===== config.mk =====
export PLATFORM = sky130hd
export DESIGN_NAME = iq_polar_cordic_flat
export DESIGN_NICKNAME = d
export VERILOG_FILES = /design/src/rtl/iq_cordic_pkg.sv /design/src/rtl/iq_polar_cordic_if.sv /design/src/rtl/iq_cordic_microrotation.sv /design/src/rtl/iq_polar_cordic.sv /design/src/flat_wrapper.sv
export SDC_FILE = /design/constraint.sdc
export NUM_CORES = 1
export LEC_CHECK = 0
export ABC_AREA = 1
export CAP_MARGIN = 40
export CORE_MARGIN = 4
export CORE_UTILIZATION = 54
export DETAILED_ROUTE_END_ITERATION = 16
export GPL_ROUTABILITY_DRIVEN = 1
export GPL_TIMING_DRIVEN = 0
export PLACE_DENSITY = 0.7
export SYNTH_ARGS = -nofsm -noshare
export SYNTH_HDL_FRONTEND = slang
export SYNTH_SLANG_ARGS = --single-unit

===== constraint.sdc =====
create_clock -name CLK -period 12.3 [get_ports CLK]
set_clock_uncertainty 0.15 [all_clocks]
set_input_delay 1.845 -clock CLK [delete_from_list [all_inputs] [get_ports CLK]]
set_output_delay 1.845 -clock CLK [all_outputs]
set_load 0.005 [all_outputs]

===== src/rtl/iq_cordic_pkg.sv =====
// Shared types and constants for the I/Q to polar CORDIC.
// Angles are binary: 2^16 counts per full turn.
package iq_cordic_pkg;

  typedef enum logic [2:0] {IDLE, PRE, ROT, SCALE, DONE} state_e;

  // 1/K for the CORDIC gain, Q15 (0.60725)
  localparam logic signed [16:0] K_INV = 17'sd19898;

  function automatic logic [15:0] atan_lut(input logic [3:0] idx);
    case (idx)
      4'd0:    atan_lut = 16'd8192;
      4'd1:    atan_lut = 16'd4836;
      4'd2:    atan_lut = 16'd2555;
      4'd3:    atan_lut = 16'd1297;
      4'd4:    atan_lut = 16'd651;
      4'd5:    atan_lut = 16'd326;
      4'd6:    atan_lut = 16'd163;
      4'd7:    atan_lut = 16'd81;
      4'd8:    atan_lut = 16'd41;
      4'd9:    atan_lut = 16'd20;
      4'd10:   atan_lut = 16'd10;
      4'd11:   atan_lut = 16'd5;
      4'd12:   atan_lut = 16'd3;
      4'd13:   atan_lut = 16'd1;
      4'd14:   atan_lut = 16'd1;
      default: atan_lut = 16'd0;
    endcase
  endfunction

endpackage


===== src/rtl/iq_polar_cordic_if.sv =====
// Sample-in / result-out handshake bundle of the polar CORDIC.
interface iq_polar_cordic_if #(
  parameter int DW = 14,
  parameter int PW = 16
);
  logic                 in_valid;
  logic                 in_ready;
  logic signed [DW-1:0] I;
  logic signed [DW-1:0] Q;
  logic                 out_valid;
  logic                 out_ready;
  logic        [DW-1:0] mag;
  logic signed [PW-1:0] phase;
  logic                 busy;

  modport master (
    output in_valid, I, Q, out_ready,
    input  in_ready, out_valid, mag, phase, busy
  );

  modport slave (
    input  in_valid, I, Q, out_ready,
    output in_ready, out_valid, mag, phase, busy
  );
endinterface


===== src/rtl/iq_cordic_microrotation.sv =====
// One vectoring-mode CORDIC micro-rotation: shift-add of X/Y, LUT step of Z.
module iq_cordic_microrotation
  import iq_cordic_pkg::*;
#(
  parameter int W  = 18,
  parameter int PW = 16
) (
  input  logic signed [W-1:0]  x_i,
  input  logic signed [W-1:0]  y_i,
  input  logic        [PW-1:0] z_i,
  input  logic        [3:0]    idx_i,
  input  logic                 neg_i,
  output logic signed [W-1:0]  x_o,
  output logic signed [W-1:0]  y_o,
  output logic        [PW-1:0] z_o
);
  logic signed [W-1:0] xs;
  logic signed [W-1:0] ys;
  logic        [PW-1:0] a;

  always_comb begin
    xs = x_i >>> idx_i;
    ys = y_i >>> idx_i;
    a  = PW'(atan_lut(idx_i));
    // Y negative: rotate counter-clockwise (d=+1), otherwise clockwise
    if (neg_i) begin
      x_o = x_i - ys;
      y_o = y_i + xs;
      z_o = z_i - a;
    end else begin
      x_o = x_i + ys;
      y_o = y_i - xs;
      z_o = z_i + a;
    end
  end
endmodule


===== src/rtl/iq_polar_cordic.sv =====
// Iterative vectoring CORDIC: one signed (I,Q) sample in, gain-corrected
// magnitude and binary-angle phase out.
module iq_polar_cordic
  import iq_cordic_pkg::*;
#(
  parameter int DW   = 14,
  parameter int PW   = 16,
  parameter int ITER = 14,
  parameter int GB   = 2
) (
  input logic              CLK,
  input logic              reset,
  iq_polar_cordic_if.slave bus
);
  localparam int W = DW + 2 + GB;
  localparam int PRODW = W + 17;
  localparam logic [3:0] LAST = 4'(ITER - 1);
  localparam logic [PW-1:0] Z_QTR = PW'(1 << (PW - 2));
  localparam logic signed [PRODW-1:0] RND = PRODW'(1 << (14 + GB));

  state_e               state_q;
  logic signed [W-1:0]  x_q, y_q, x_in, y_in, rot_x, rot_y;
  logic        [PW-1:0] z_q, rot_z;
  logic        [3:0]    cnt_q;
  logic                 zero_q, in_ready_q, out_valid_q, busy_q;
  logic        [DW-1:0] mag_q, mag_d;
  logic        [PW-1:0] phase_q;
  logic signed [PRODW-1:0] prod, sh;

  assign x_in = $signed({{(W-DW){bus.I[DW-1]}}, bus.I}) <<< GB;
  assign y_in = $signed({{(W-DW){bus.Q[DW-1]}}, bus.Q}) <<< GB;

  iq_cordic_microrotation #(.W(W), .PW(PW)) u_rot (
    .x_i  (x_q),
    .y_i  (y_q),
    .z_i  (z_q),
    .idx_i(cnt_q),
    .neg_i(y_q[W-1]),
    .x_o  (rot_x),
    .y_o  (rot_y),
    .z_o  (rot_z)
  );

  // Gain compensation with half-up rounding, clamped to [0, 2^DW-1]
  always_comb begin
    prod = PRODW'(x_q) * PRODW'(K_INV);
    sh   = (prod + RND) >>> (15 + GB);
    if (sh[PRODW-1])             mag_d = '0;
    else if (|sh[PRODW-2:DW])    mag_d = '1;
    else                         mag_d = sh[DW-1:0];
  end

  always_ff @(posedge CLK or posedge reset) begin
    if (reset) begin
      state_q     <= IDLE;
      x_q         <= '0;
      y_q         <= '0;
      z_q         <= '0;
      cnt_q       <= '0;
      zero_q      <= 1'b0;
      in_ready_q  <= 1'b0;
      out_valid_q <= 1'b0;
      busy_q      <= 1'b0;
      mag_q       <= '0;
      phase_q     <= '0;
    end else begin
      case (state_q)
        IDLE: begin
          in_ready_q <= 1'b1;
          if (bus.in_valid && in_ready_q) begin
            x_q        <= x_in;
            y_q        <= y_in;
            z_q        <= '0;
            cnt_q      <= '0;
            zero_q     <= (bus.I == '0) && (bus.Q == '0);
            in_ready_q <= 1'b0;
            busy_q     <= 1'b1;
            state_q    <= PRE;
          end
        end
        PRE: begin
          // Fold left half-plane into the right so the rotations converge
          if (x_q[W-1]) begin
            if (!y_q[W-1]) begin
              x_q <= y_q;
              y_q <= -x_q;
              z_q <= Z_QTR;
            end else begin
              x_q <= -y_q;
              y_q <= x_q;
              z_q <= -Z_QTR;
            end
          end
          cnt_q   <= '0;
          state_q <= ROT;
        end
        ROT: begin
          x_q <= rot_x;
          y_q <= rot_y;
          z_q <= rot_z;
          if (cnt_q == LAST) state_q <= SCALE;
          else               cnt_q   <= cnt_q + 4'd1;
        end
        SCALE: begin
          // Zero input has no defined angle; the rotations would still walk Z
          mag_q       <= mag_d;
          phase_q     <= zero_q ? '0 : z_q;
          out_valid_q <= 1'b1;
          state_q     <= DONE;
        end
        DONE: begin
          if (bus.out_ready) begin
            out_valid_q <= 1'b0;
            busy_q      <= 1'b0;
            in_ready_q  <= 1'b1;
            state_q     <= IDLE;
          end
        end
        default: state_q <= IDLE;
      endcase
    end
  end

  assign bus.in_ready  = in_ready_q;
  assign bus.out_valid = out_valid_q;
  assign bus.busy      = busy_q;
  assign bus.mag       = mag_q;
  assign bus.phase     = $signed(phase_q);
endmodule


===== src/flat_wrapper.sv =====
// flat-port wrapper written by rule: the top's interface ports become plain ports
module iq_polar_cordic_flat import iq_cordic_pkg::*;
#(
  parameter int DW   = 14,
  parameter int PW   = 16,
  parameter int ITER = 14,
  parameter int GB   = 2
)
  (CLK, reset, bus_in_valid, bus_I, bus_Q, bus_out_ready, bus_in_ready, bus_out_valid, bus_mag, bus_phase, bus_busy);
  iq_polar_cordic_if #(.DW(DW), .PW(PW)) bus_i ();
  input logic CLK;
  input logic reset;
  input wire logic [$bits(bus_i.in_valid)-1:0] bus_in_valid;
  input wire logic [$bits(bus_i.I)-1:0] bus_I;
  input wire logic [$bits(bus_i.Q)-1:0] bus_Q;
  input wire logic [$bits(bus_i.out_ready)-1:0] bus_out_ready;
  output wire logic [$bits(bus_i.in_ready)-1:0] bus_in_ready;
  output wire logic [$bits(bus_i.out_valid)-1:0] bus_out_valid;
  output wire logic [$bits(bus_i.mag)-1:0] bus_mag;
  output wire logic [$bits(bus_i.phase)-1:0] bus_phase;
  output wire logic [$bits(bus_i.busy)-1:0] bus_busy;
  assign bus_i.in_valid = bus_in_valid;
  assign bus_i.I = bus_I;
  assign bus_i.Q = bus_Q;
  assign bus_i.out_ready = bus_out_ready;
  assign bus_in_ready = bus_i.in_ready;
  assign bus_out_valid = bus_i.out_valid;
  assign bus_mag = bus_i.mag;
  assign bus_phase = bus_i.phase;
  assign bus_busy = bus_i.busy;
  iq_polar_cordic #(.DW(DW), .PW(PW), .ITER(ITER), .GB(GB)) u_core (.CLK(CLK), .reset(reset), .bus(bus_i));
endmodule

## Yosys cells after proc, flatten, opt, wreduce, memory -nomap -nowiden

Memories as Yosys holds them, arrays and structs flattened.
Cells that the tools add are included.

| word-level totals | value |
|---|---|
| register bits after elaboration | 93 |
| ROM bits | 224 |
| input bits | 32 |
| word-level logic and storage cells | 85 |
| memories kept | 1 |

Memory list:

| memory | depth | width | rd ports | clocked after Yosys merged registers in | wr ports | RTL line | source |
|---|---|---|---|---|---|---|---|
| (no name shown) | 16 | 14 | 1 | 0 | 0 | iq_cordic_pkg.sv:11 | `case (idx)` |

| cells by class | value |
|---|---|
| $add $sub $neg | 10 |
| multiply operators | 1 |
| equal/unequal tests | 10 |
| shifts and indexed selects | 2 |
| multiplexer cells | 32 |
| reductions and logical operators | 17 |

Operator list:

| cell | count |
|---|---|
| two-way mux 18 bit | 8 |
| one-hot mux 18 bit (3 select lines) | 2 |
| two-way mux 16 bit | 5 |
| one-hot mux 16 bit (3 select lines) | 1 |
| adder 18 bit | 2 |
| negator 18 bit | 2 |
| >>> shifter 18 x 4 -> 18 bit | 2 |
| subtractor 18 bit | 2 |
| adder 35 x 18 -> 35 bit (second input constant) | 1 |
| multiplier 18 x 15 -> 33 bit (second input constant) | 1 |
| logical NOT 14 bit | 2 |
| two-way mux 14 bit | 2 |
| adder 16 bit | 1 |
| subtractor 16 bit | 1 |
| one-hot mux 3 bit (5 select lines) | 1 |
| one-hot mux 4 bit (3 select lines) | 1 |
| AND reduction 3 bit | 4 |
| two-way mux 3 bit | 3 |
| two-way mux 4 bit | 2 |
| AND reduction 2 bit | 4 |
| == test 3 x 2 -> 1 bit (second input constant) | 2 |
| != test 2 x 1 -> 1 bit (second input constant) | 3 |
| one-hot mux 1 bit (2 select lines) | 3 |
| adder 4 x 1 -> 4 bit (second input constant) | 1 |
| 10 further kinds | 16 |

## Logic depth before layout (Yosys ltp)

| depth | value |
|---|---|
| depth in word-level cells | 5 |
| mapped depth | 37 |
| depth with buffers taken out | 36 |

## Hierarchy

From an unflattened synthesis, not the netlist that was laid out.

| unflattened totals | value |
|---|---|
| cell total of the unflattened synthesis | 2,503 |
| area total of the unflattened synthesis | 17,090.1 um2 |

By module, submodules not included:

| module | instances | cells an instance | area an instance (um2) |
|---|---|---|---|
| iq_polar_cordic | 1 | 1,541 | 11,956.5 |
| iq_cordic_microrotation | 1 | 962 | 5,133.7 |

## Least setup slack after synthesis

OpenSTA, ideal clock, no wires.

| timing | value |
|---|---|
| kind | reg2reg |
| start | register u_core.x_q[10] |
| end | register u_core.mag_q[0], in the netlist u_core.bus.mag[0] |
| arrival time | 5.951 ns |
| data required time | 12.034 ns |
| setup slack | 6.082 ns |
| stages on the path, launching flop included | 35 |
| path buffers | 1 |
| clock period less this slack | 6.218 ns |
| cells stage by stage | dfrtp_1 > inv_1 > ha_1 > inv_1 > fa_1 > inv_1 > fa_1 > fa_1 > fa_1 > inv_1 > fa_1 > inv_1 > ha_1 > nand2_1 > nand2_1 > a21oi_1 > nand2_1 > inv_1 > nand2_1 > nand2_1 > nand2_4 > inv_1 > ha_1 > nand2_2 > nor2_4 > nand2_2 > nor2_4 > nand2_2 > nor2_4 > nand3_2 > nand2_4 > buf_12 > nand3_2 > nand2_1 > nand2_1 |

| between the ends | value |
|---|---|
| word-level cells in the longest chain between the ends | 5 |

RTL lines:

| item | RTL line | source |
|---|---|---|
| start: declaration | iq_polar_cordic.sv:22 | `logic signed [W-1:0] x_q, y_q, x_in, y_in, rot_x, rot_y;` |
| start signal: assignment | iq_polar_cordic.sv:71 | `x_q <= x_in;` |
| start signal: assignment | iq_polar_cordic.sv:85 | `x_q <= y_q;` |
| start signal: assignment | iq_polar_cordic.sv:89 | `x_q <= -y_q;` |
| multiplier 18 x 15 -> 33 bit (*) | iq_polar_cordic.sv:46 | `prod = PRODW'(x_q) * PRODW'(K_INV);` |
| adder 35 x 18 -> 35 bit (*) | iq_polar_cordic.sv:47 | `sh = (prod + RND) >>> (15 + GB);` |
| OR reduction 4 bit | iq_polar_cordic.sv:49 | `else if (\|sh[PRODW-2:DW]) mag_d = '1;` |
| two-way mux 14 bit | iq_polar_cordic.sv:49 |  |
| two-way mux 14 bit (*) | iq_polar_cordic.sv:48 | `if (sh[PRODW-1]) mag_d = '0;` |
| end signal: assignment | iq_polar_cordic.sv:106 | `mag_q <= mag_d;` |
| end: declaration | iq_polar_cordic.sv:26 | `logic [DW-1:0] mag_q, mag_d;` |

Every way passes the cells marked *; elsewhere a longest branch is shown, timed or not.
A chain may end at the register's enable or synchronous reset.

## Final worst setup path

| timing | value |
|---|---|
| start | register u_core.x_q[10] |
| end | register u_core.mag_q[1], in the netlist u_core.bus.mag[1] |

The elaborated chain is that of the path after synthesis.

==> results.txt <==
----------------------------------------------------
[Run status]
  Run status ... finished, final reports clean

[Timing]
  Hold Vio Cnt, Final ... 0
  Unrepaired setup endpoints after global routing ... false
  Actual slew at the worst max-slew pin ... 0.927 ns
  Peak clock frequency supported by timing ... 136 MHz
  Worst setup slack after layout ... 4.94 ns
  Worst hold slack after final layout ... 0.334 ns
  Accumulated negative setup slack ... 0 ns
  Number of setup violations in the final report ... 0
  Period utilisation layout ... 0.599
  Post-layout minimum cycle time ... 7.36 ns
  Worst rel slew slack ... 0.382
  Count of final max-slew check failures ... 0

[Drt]
  Via count of the routed design ... 17500
  Pre-antenna DRT Iters ... 5
  1st-iter DRT viols ... 1506
  Total length of routed wires ... about 61 mm
  Average detailed-routed wire length per instance ... 20.4 um
  Post-route DRC violation count ... 0
  Vias per inst ... 5.81
  Count of nets left with antenna violations after detail routing ... 0

[Synth]
  Syn_nets ... approximately 2900
  Synthesized area divided by synthesized cell count ... 6.76 um^2
  Total of flip-flops plus latches after synthesis ... between 90 and 100
  Count of cell types in the netlist ... 61
  Synthesized instance count ... roughly 2500
  Largest cells by area after synthesis ... ha_1 (15%), nand2_1 (14%), dfrtp_1 (14%)
  Proportion of synthesized chip area in sequential cells ... 0.137
  Async set-or-reset flop fraction in the synthesized netlist ... 1.00
  Post-synthesis instance area ... 0.0170 mm^2
  Yosys top cell by area ... ha_1
  Area share of the largest cell type after synthesis ... 0.150
  Flip-flop cell with the highest count after synthesis ... dfrtp_1
  Warnings from Yosys ... 0
  Most frequent cell after synthesis ... nand2_1
  Number of enable-type register cells in the synthesized netlist ... 0
  Top cells by instance count after synthesis ... nand2_1 (653), inv_1 (420), ha_1 (204), o21ai_0 (184), nand3_1 (152)

[GRT]
  Initial antenna violation count ... 0
  First-pass GRT wire length ... 95.1 mm
  Largest net degree at the start of global routing ... 50
  Overall overflow remaining after global route ... 0
  Global router's overall resource usage ... 0.360
  Via count of the first global-routing pass ... ~17000

[Worst setup path]
  Critical path arrival ... 7.47 ns
  Flop-to-flop setup slack ... a little under 5 ns
  Worst endpoint required time ... 12.41 ns
  Highest-delay cell along the critical path ... dfrtp_1
  Element type at the critical path start ... flop
  Dominant delay contributor by cell family on the critical path ... adder cells
  WP buf/inv ... 8
  Most used cell along the critical path ... nand2_1
  Crit path capture type ... flop
  Critical-path maximum fanout ... 12
  Critical path start-end classification ... flop to flop
  Critical Path Max Stage Delay ... approximately 0.71 ns

[CTS]
  Clock sink count ... 93
  CTS clk-pin slew, worst paths ... 0.09 ns
  CTS tree ... yes
  Later-pin clock latency in the skew report ... 0.39 ns
  Quantity of hold-fixing buffers added after cts ... 0
  Maximum clock insertion buffer count ... 2
  Number of H-tree levels ... 3
  Root Driver ... clkbuf_16
  Post-CTS setup buffers ... 0
  Number of buffers created by CTS ... 9
  Number of gates resized after cts ... 0

[Hold path]
  Path category of the worst min-delay check ... flop to flop

[Job]
  Maxcap violations ... 0

[Floorplan]
  Die Area ... 0.0345 mm^2
  Core Box Area ... 0.0308 mm^2
  Vert. Die Dim ... 186 um
  Floorplan row count ... 64
  Chip Width ... 186 um
  Starting Density ... 0.553
  Number of placed I/O pins ... 65

[Placement]
  Placed cell areas ... 0.0183 mm^2
  Worst slack, placed ... 5.03 ns
  HPWL Detailed ... 50.8 mm
  Port-buffer cells ... 64
  Routability Congestion ... 1.14

[Final layout]
  Number of nets in the finished design ... ~3000
  Antenna Cells ... 0
  Final design instance area without fill ... 0.0186 mm^2
  Fraction of final layout cells sized beyond drive strength 1 ... 0.0594
  Area grow syn2layout ... 9.44%

----------------------------------------------------
[cell usage in the layout (no fill, tap or decap), types with 6 or more instances in the layout]
| master | count |
|---|---|
| a211oi_1 | 8 |
| a21oi_1 | 125 |
| a31oi_1 | 6 |
| a32oi_1 | 10 |
| buf_1 | 9 |
| buf_2 | 23 |
| clkbuf_1 | 28 |
| clkbuf_16 | 9 |
| clkdlybuf4s50_1 | 64 |
| dfrtp_1 | 93 |
| fa_1 | 104 |
| ha_1 | 204 |
| inv_1 | 419 |
| inv_2 | 7 |
| nand2_1 | 653 |
| nand2_2 | 22 |
| nand2_4 | 9 |
| nand3_1 | 152 |
| nand3_2 | 14 |
| nand3b_1 | 6 |
| nand4_1 | 19 |
| nor2_1 | 141 |
| nor2_2 | 11 |
| nor2_4 | 7 |
| nor3_1 | 21 |
| nor4_1 | 11 |
| o211ai_1 | 20 |
| o21ai_0 | 184 |
| o21ai_1 | 17 |
| o21bai_1 | 9 |
| o22ai_1 | 13 |
| o31ai_1 | 6 |
| or2_2 | 15 |
| xnor2_1 | 20 |
| xor2_1 | 69 |
[final timing paths]
check	to	start	cells past startpoint
max in group asynchronous	u_core.x_q[2]	reset	3
max	u_core.bus.mag[1]	u_core.x_q[10]	34
min in group asynchronous	u_core.bus.phase[8]	reset	2
max reg2reg	u_core.bus.mag[1]	u_core.x_q[10]	34
min	u_core.bus.phase[4]	u_core.bus.phase[4]	2
min reg2reg	u_core.bus.phase[4]	u_core.bus.phase[4]	2
[final cells by class]
cell class	count	area, um^2
repair buffers	74	798
flip-flops and latches	93	2330
well taps	396	495
inverters	430	1620
plain buffers	67	337
multi-input cells	1930	12800
fillers	2992	12200
clock inverters	7	86.3
clock buffers	9	225
[sequential cells by signal (all words and copies together) (netlist names)]
signal and count:
u_core.bus.busy 1, u_core.bus.in_ready 1, u_core.bus.mag 14, u_core.bus.out_valid 1, u_core.bus.phase 16, u_core.cnt_q 4, u_core.state_q 3, u_core.x_q 18
u_core.y_q 18, u_core.z_q 16, u_core.zero_q 1
[routing by layer]
metal  global-route usage  share of wire  wire length [um]  up-vias
met5                    0              0                 0        -
met4                0.212          0.070              4270        0
met3               0.0641          0.075              4600      212
met2                0.598           0.46             28500      736
met1                0.437           0.39             24100     8212
li1                     -              -                 -     8296
[kinds of logic after synthesis]
group                    share of synthesized area
AO/OA/AOI/OAI                                0.143
XOR/XNOR                                    0.0458
adder cells (fa/ha/maj)                      0.272
buffers and inverters                        0.114
flip-flops                                   0.137
multiplexers                               0.00176
AND/OR/NAND/NOR                              0.287
[stage by stage]
stage / std cells / util
floorplan: 2520 / -
global placement: 2980 / 0.589
detailed placement: 2990 / 0.595
CTS: 3006 / 0.605
global route: 3006 / 0.605
finish: 3006 / 0.605
[tightest hold or removal path, delay by kind of cell (launching register included)]
family	cells	cell delay, ns
flip-flops	1	0.34
AND/OR/NAND/NOR	2	0.11
Power is not shown: default switching activity piles up to over one toggle a cycle in this logic, so the estimate is an artifact.
==> edit 1 (config.mk and constraints unchanged) <==
`PW` is set to 16 in 4 places; all go to 17.
--- a/src/rtl/iq_polar_cordic_if.sv
+++ b/src/rtl/iq_polar_cordic_if.sv
@@ -1,7 +1,7 @@
 // Sample-in / result-out handshake bundle of the polar CORDIC.
 interface iq_polar_cordic_if #(
   parameter int DW = 14,
-  parameter int PW = 16
+  parameter int PW = 17
 );
   logic                 in_valid;
   logic                 in_ready;
--- a/src/rtl/iq_cordic_microrotation.sv
+++ b/src/rtl/iq_cordic_microrotation.sv
@@ -3,7 +3,7 @@
   import iq_cordic_pkg::*;
 #(
   parameter int W  = 18,
-  parameter int PW = 16
+  parameter int PW = 17
 ) (
   input  logic signed [W-1:0]  x_i,
   input  logic signed [W-1:0]  y_i,
--- a/src/rtl/iq_polar_cordic.sv
+++ b/src/rtl/iq_polar_cordic.sv
@@ -4,7 +4,7 @@
   import iq_cordic_pkg::*;
 #(
   parameter int DW   = 14,
-  parameter int PW   = 16,
+  parameter int PW   = 17,
   parameter int ITER = 14,
   parameter int GB   = 2
 ) (
--- a/src/flat_wrapper.sv
+++ b/src/flat_wrapper.sv
@@ -2,7 +2,7 @@
 module iq_polar_cordic_flat import iq_cordic_pkg::*;
 #(
   parameter int DW   = 14,
-  parameter int PW   = 16,
+  parameter int PW   = 17,
   parameter int ITER = 14,
   parameter int GB   = 2
 )
Ports: changed (resized bus_phase); port bits go from 65 to 66. The function was not compared with the original's and may differ.
==> edit 1 against the original RTL <==
Final area decreased by 0.69%. Sequential cell count increased by 2. Sequential share of layout area increased by 0.36 points. Wire length decreased by 3.4%. Die area decreased by 0.41%. Area after synthesis decreased by 0.43%. Hold slack got worse by 0.0063 ns. Worst setup slack improved by 0.044 ns.
Power is not shown: default switching activity piles up to over one toggle a cycle in this logic, so the estimate is an artifact.
==> edit 1: results (changes against the original RTL) <==
| Metric | Value |
|---|---|
| Number of gates resized after cts | `0 (unchanged)` |
| Met2 Use GR | `51.4% (was 59.8%)` |
| R2R cell count | `34 (unchanged)` |
| Initial core utilization | `55.2% (was 55.3%)` |
| Hold crit path type | `register to register (unchanged)` |
| Post-Route WL | `59300 um (was 61400 um)` |
| Share of layout cells above drive strength 1 | `4.29% (was 5.94%)` |
| Crit path launch | `u_core.x_q[5] (was u_core.x_q[10])` |
| Synth top cells by count | `nand2_1 (656), inv_1 (412), ha_1 (205) (was nand2_1 (653), inv_1 (420), ha_1 (204))` |
| Violation count after the first detailed-route iteration | `1648 (was 1506)` |
| CP max stage delay | `0.81 ns (was 0.71 ns)` |
| Initial antenna violation count | `1 (was 0)` |
| Post-synthesis sequential area ratio | `14.0% (was 13.7%)` |
| Post-synthesis xor/xnor area fraction | `4.80% (was 4.58%)` |
| Clk slew on worst S/H paths | `0.07 ns (was 0.09 ns)` |
| Synth unique cells | `60 (was 61)` |
| Ys flop type | `dfrtp_1 (unchanged)` |
| NumNets Final | `2946 (was 2945)` |
| Async SR Flop Fraction | `100% (unchanged)` |
| Multiplexer area fraction after synthesis | `0.236% (was 0.176%)` |
| Dominant cells by area after synthesis | `ha_1 (15%), nand2_1 (15%), dfrtp_1 (14%) (was ha_1 (15%), nand2_1 (14%), dfrtp_1 (14%))` |
| Crit path to | `u_core.bus.mag[2] (was u_core.bus.mag[1])` |
| Post-Synth Adder-Cell Area | `27.4% (was 27.2%)` |
| Placed cell areas | `0.0182 sq mm (was 0.0183 sq mm)` |
| Max clock buf depth | `2 (unchanged)` |
| Vias | `17300 (was 17500)` |
| Reg2Reg Setup Slack | `4.98 ns (was 4.94 ns)` |
| Clock Latency Late Sink | `0.37 ns (was 0.39 ns)` |
| Port Buffers | `65 (was 64)` |
| Clock Tree Root | `clkbuf_16 (unchanged)` |
| Post-DP HPWL | `49100 um (was 50800 um)` |
| Regs by FF count | `u_core.x_q: 18 flops, u_core.y_q: 18 flops (unchanged)` |
| Met3 Use GR | `9.43% (was 6.41%)` |
| TritonRoute pass-1 iters | `6 (was 5)` |
| Routability Congestion | `1.02 (was 1.14)` |
| First-pass GRT wire length | `91500 um (was 95100 um)` |
| Overall routing resource usage | `34.5% (was 36.0%)` |
| Run status | `finished, final reports clean (unchanged)` |
| Synth Area in Compound Gates | `14.9% (was 14.3%)` |
| Met1 Track Usage GR | `48.9% (was 43.7%)` |
| Rel. slew slack | `35.5% (was 38.2%)` |
| Largest net degree at the start of global routing | `58 (was 50)` |
==> edit 1: layout make-up <==
type                       instances  area (sq um)
sequential                        95          2380
fill                            2952         12200
timing repair buffer              70           733
clock buffer                      10           239
inverter                         428          1610
tap                              396           495
multi-input combinational       1939         12700
clock inverter                     5          82.6
buffer                            62           298
==> edit 1: logic make-up (layout without fill, tap and decap cells) <==
| logic type | after synthesis | after routing |
|---|---|---|
| xor+xnor | 93 | 93 |
| simple gates | 1086 | 1086 |
| fa+ha+maj | 309 | 309 |
| buf+inv | 490 | 575 |
| compound gates | 447 | 447 |
| flops | 95 | 95 |
| mux | 4 | 4 |
==> edit 1: metal layers <==
metal  part of all wire, %  wire [um]
met5                 0.027         16
met4                   3.4       2000
met3                    11       6250
met2                    41      24500
met1                    45      26500
==> edit 1: how the worst min path moves through the flow <==
stage	from	end	slack [ns]	depth (start not counted)
6_report	u_core.bus.mag[6]	u_core.bus.mag[6]	0.33	2
5_1_grt	u_core.bus.mag[8]	u_core.bus.mag[8]	0.35	2
4_1_cts	u_core.bus.mag[7]	u_core.bus.mag[7]	0.33	2
3_5_place_dp	u_core.bus.mag[7]	u_core.bus.mag[7]	0.32	2
3_3_place_gp	u_core.bus.mag[7]	u_core.bus.mag[7]	0.31	2
2_1_floorplan	u_core.bus.mag[0]	u_core.bus.mag[0]	0.32	2
==> edit 1: worst reg2reg max path: cells and delay by family (launching register included) <==
kind | cells | cell delay [ns]
buffers and inverters | 7 | 0.78
xor gates and xnor gates | 1 | 0.20
DFF | 1 | 0.81
and+or+nand+nor | 17 | 1.86
AOI/OAI and AO/OA | 1 | 0.15
adders and majority gates | 8 | 3.26
==> edit 1: stage by stage <==
step | hold WS, ns | util (%) | worst slack, ns | cells
floorplan | 0.322 | - | 6.18 | 2524
global placement | 0.311 | 58.9 | 5.23 | 2985
detailed placement | 0.316 | 59.2 | 5.10 | 2990
CTS | 0.333 | 60.2 | 5.07 | 3005
global route | 0.348 | 60.2 | 4.56 | 3005
finish | 0.328 | 60.2 | 4.98 | 3005
==> edit 2 (same settings) <==
Without the edit above. The 5 states of `state_e` get a one-hot encoding in 5 bits.
--- a/src/rtl/iq_cordic_pkg.sv
+++ b/src/rtl/iq_cordic_pkg.sv
@@ -2,7 +2,7 @@
 // Angles are binary: 2^16 counts per full turn.
 package iq_cordic_pkg;
 
-  typedef enum logic [2:0] {IDLE, PRE, ROT, SCALE, DONE} state_e;
+  typedef enum logic [4:0] {IDLE = 5'b00001, PRE = 5'b00010, ROT = 5'b00100, SCALE = 5'b01000, DONE = 5'b10000} state_e;
 
   // 1/K for the CORDIC gain, Q15 (0.60725)
   localparam logic signed [16:0] K_INV = 17'sd19898;
Check against the original RTL: no difference found for any inputs over 10 cycles, from zero or initial values and one cycle with reset high; not proved beyond that.
==> edit 2 against the original RTL <==
Count of clock-buffer cells in the layout is the same. Critical path depth is 1 lower. Worst setup slack improved by 0.043 ns. Wire length up 1.2%. Global-route usage grew 0.12 points. Area after synthesis decreased by 0.23%. Final area decreased by 0.76%. Sequential cell count grew 2. Highest routed layer unchanged.
Power is not shown: default switching activity piles up to over one toggle a cycle in this logic, so the estimate is an artifact.
==> edit 2: results (changes against the original RTL) <==
| Metric | Value |
|---|---|
| Synth unique cells | `59 (was 61)` |
| Vias in the first global route | `17100 (was 17300)` |
| Reg2reg end | `u_core.bus.mag[6] (was u_core.bus.mag[1])` |
| Clock Tree Root | `clkbuf_16 (unchanged)` |
| Routability Congestion | `1.05 (was 1.14)` |
| Dominant cells by area after synthesis | `ha_1 (15%), nand2_1 (15%), dfrtp_1 (14%) (was ha_1 (15%), nand2_1 (14%), dfrtp_1 (14%))` |
| First-pass GRT wire length | `94800 um (was 95100 um)` |
| Min-delay src | `u_core.bus.mag[4] (was u_core.bus.phase[4])` |
| Post-synthesis sequential area ratio | `14.0% (was 13.7%)` |
| Synth top cells by count | `nand2_1 (679), inv_1 (425), ha_1 (204) (was nand2_1 (653), inv_1 (420), ha_1 (204))` |
| CP max stage delay | `0.85 ns (was 0.71 ns)` |
| Reg2reg start | `u_core.x_q[5] (was u_core.x_q[10])` |
| Synth Net Count | `2886 (was 2860)` |
| Post-DP HPWL | `51400 um (was 50800 um)` |
| NumNets Final | `2963 (was 2945)` |
| FILL cells | `3004 (was 2992)` |
| Total CTS buffers | `9 (unchanged)` |
| Async SR Flop Fraction | `100% (unchanged)` |
| Crit path DAT | `7.43 ns (was 7.47 ns)` |
| Vias | `17400 (was 17500)` |
| DR WL/cell | `20.5 um (was 20.4 um)` |
| Worst Hold End | `u_core.bus.mag[4] (was u_core.bus.phase[4])` |
| Reg2Reg Setup Slack | `4.98 ns (was 4.94 ns)` |
| Overall routing resource usage | `36.1% (was 36.0%)` |
| Clock Latency Late Sink | `0.37 ns (was 0.39 ns)` |
| Violation count after the first detailed-route iteration | `1465 (was 1506)` |
| Largest net degree at the start of global routing | `60 (was 50)` |
| TritonRoute pass-1 iters | `6 (was 5)` |
| Run status | `finished, final reports clean (unchanged)` |
| Share of layout cells above drive strength 1 | `4.45% (was 5.94%)` |
| Worst Tran Pin Value | `0.984 ns (was 0.927 ns)` |
## edit 2: cell type report
cell class	count	area [sq um]	area share, %
multi-input cells	1950	12700	68.4
clock buffers	9	225	1.22
well taps	396	495	2.68
clock inverters	7	86.3	0.467
inverters	435	1640	8.84
repair buffers	66	696	3.76
flip-flops and latches	95	2380	12.9
plain buffers	66	325	1.76
## edit 2: metal layers
| metal | up-vias | share of wire (%) | global-route usage [%] |
|---|---|---|---|
| met5 | - | 0 | 0 |
| met4 | 0 | 8.4 | 23.2 |
| met3 | 232 | 7.5 | 5.50 |
| met2 | 794 | 45 | 59.8 |
| met1 | 8068 | 39 | 43.7 |
| li1 | 8342 | - | - |
## edit 2: cells by family (layout without fill, tap and decap cells)
family	after synthesis	count (layout)	share of synthesized area, %
buffers and inverters	501	583	11.5
and+or+nand+nor	1120	1120	27.9
muxes	6	6	0.353
DFF	95	95	14.0
adders and majority gates	308	308	27.3
xor gates and xnor gates	94	94	4.84
AOI/OAI and AO/OA	422	422	14.1
## edit 2: worst max path at each step
stage / start / to / cells past startpoint
6_report: u_core.x_q[5] / u_core.bus.mag[6] / 33
5_1_grt: u_core.x_q[5] / u_core.bus.mag[7] / 35
4_1_cts: u_core.x_q[5] / u_core.bus.mag[6] / 32
3_5_place_dp: u_core.x_q[5] / u_core.bus.mag[6] / 32
3_3_place_gp: u_core.x_q[5] / u_core.bus.mag[4] / 36
2_1_floorplan: u_core.x_q[10] / u_core.bus.mag[4] / 34
## edit 2: through the flow
step / hold slack, ns / cells / cell area (sq um) / setup WS [ns] / util [%]
after global routing: 0.355 / 3024 / 18500 / 4.60 / 60.0
final: 0.333 / 3024 / 18500 / 4.98 / 60.0
after detailed placement: 0.314 / 3008 / 18200 / 5.09 / 59.0
after CTS: 0.335 / 3024 / 18500 / 5.07 / 60.0
after floorplan: 0.322 / 2546 / 17000 / 6.13 / -
after global placement: 0.315 / 3006 / 18100 / 5.13 / 58.8
## edit 2: critical path, delay by kind of cell (launching register included)
kind	cells	cell delay [ns]
DFF	1	0.85
and+or+nand+nor	17	1.71
xor gates and xnor gates	1	0.21
AOI/OAI and AO/OA	2	0.55
adders and majority gates	7	3.09
buffers and inverters	6	0.65
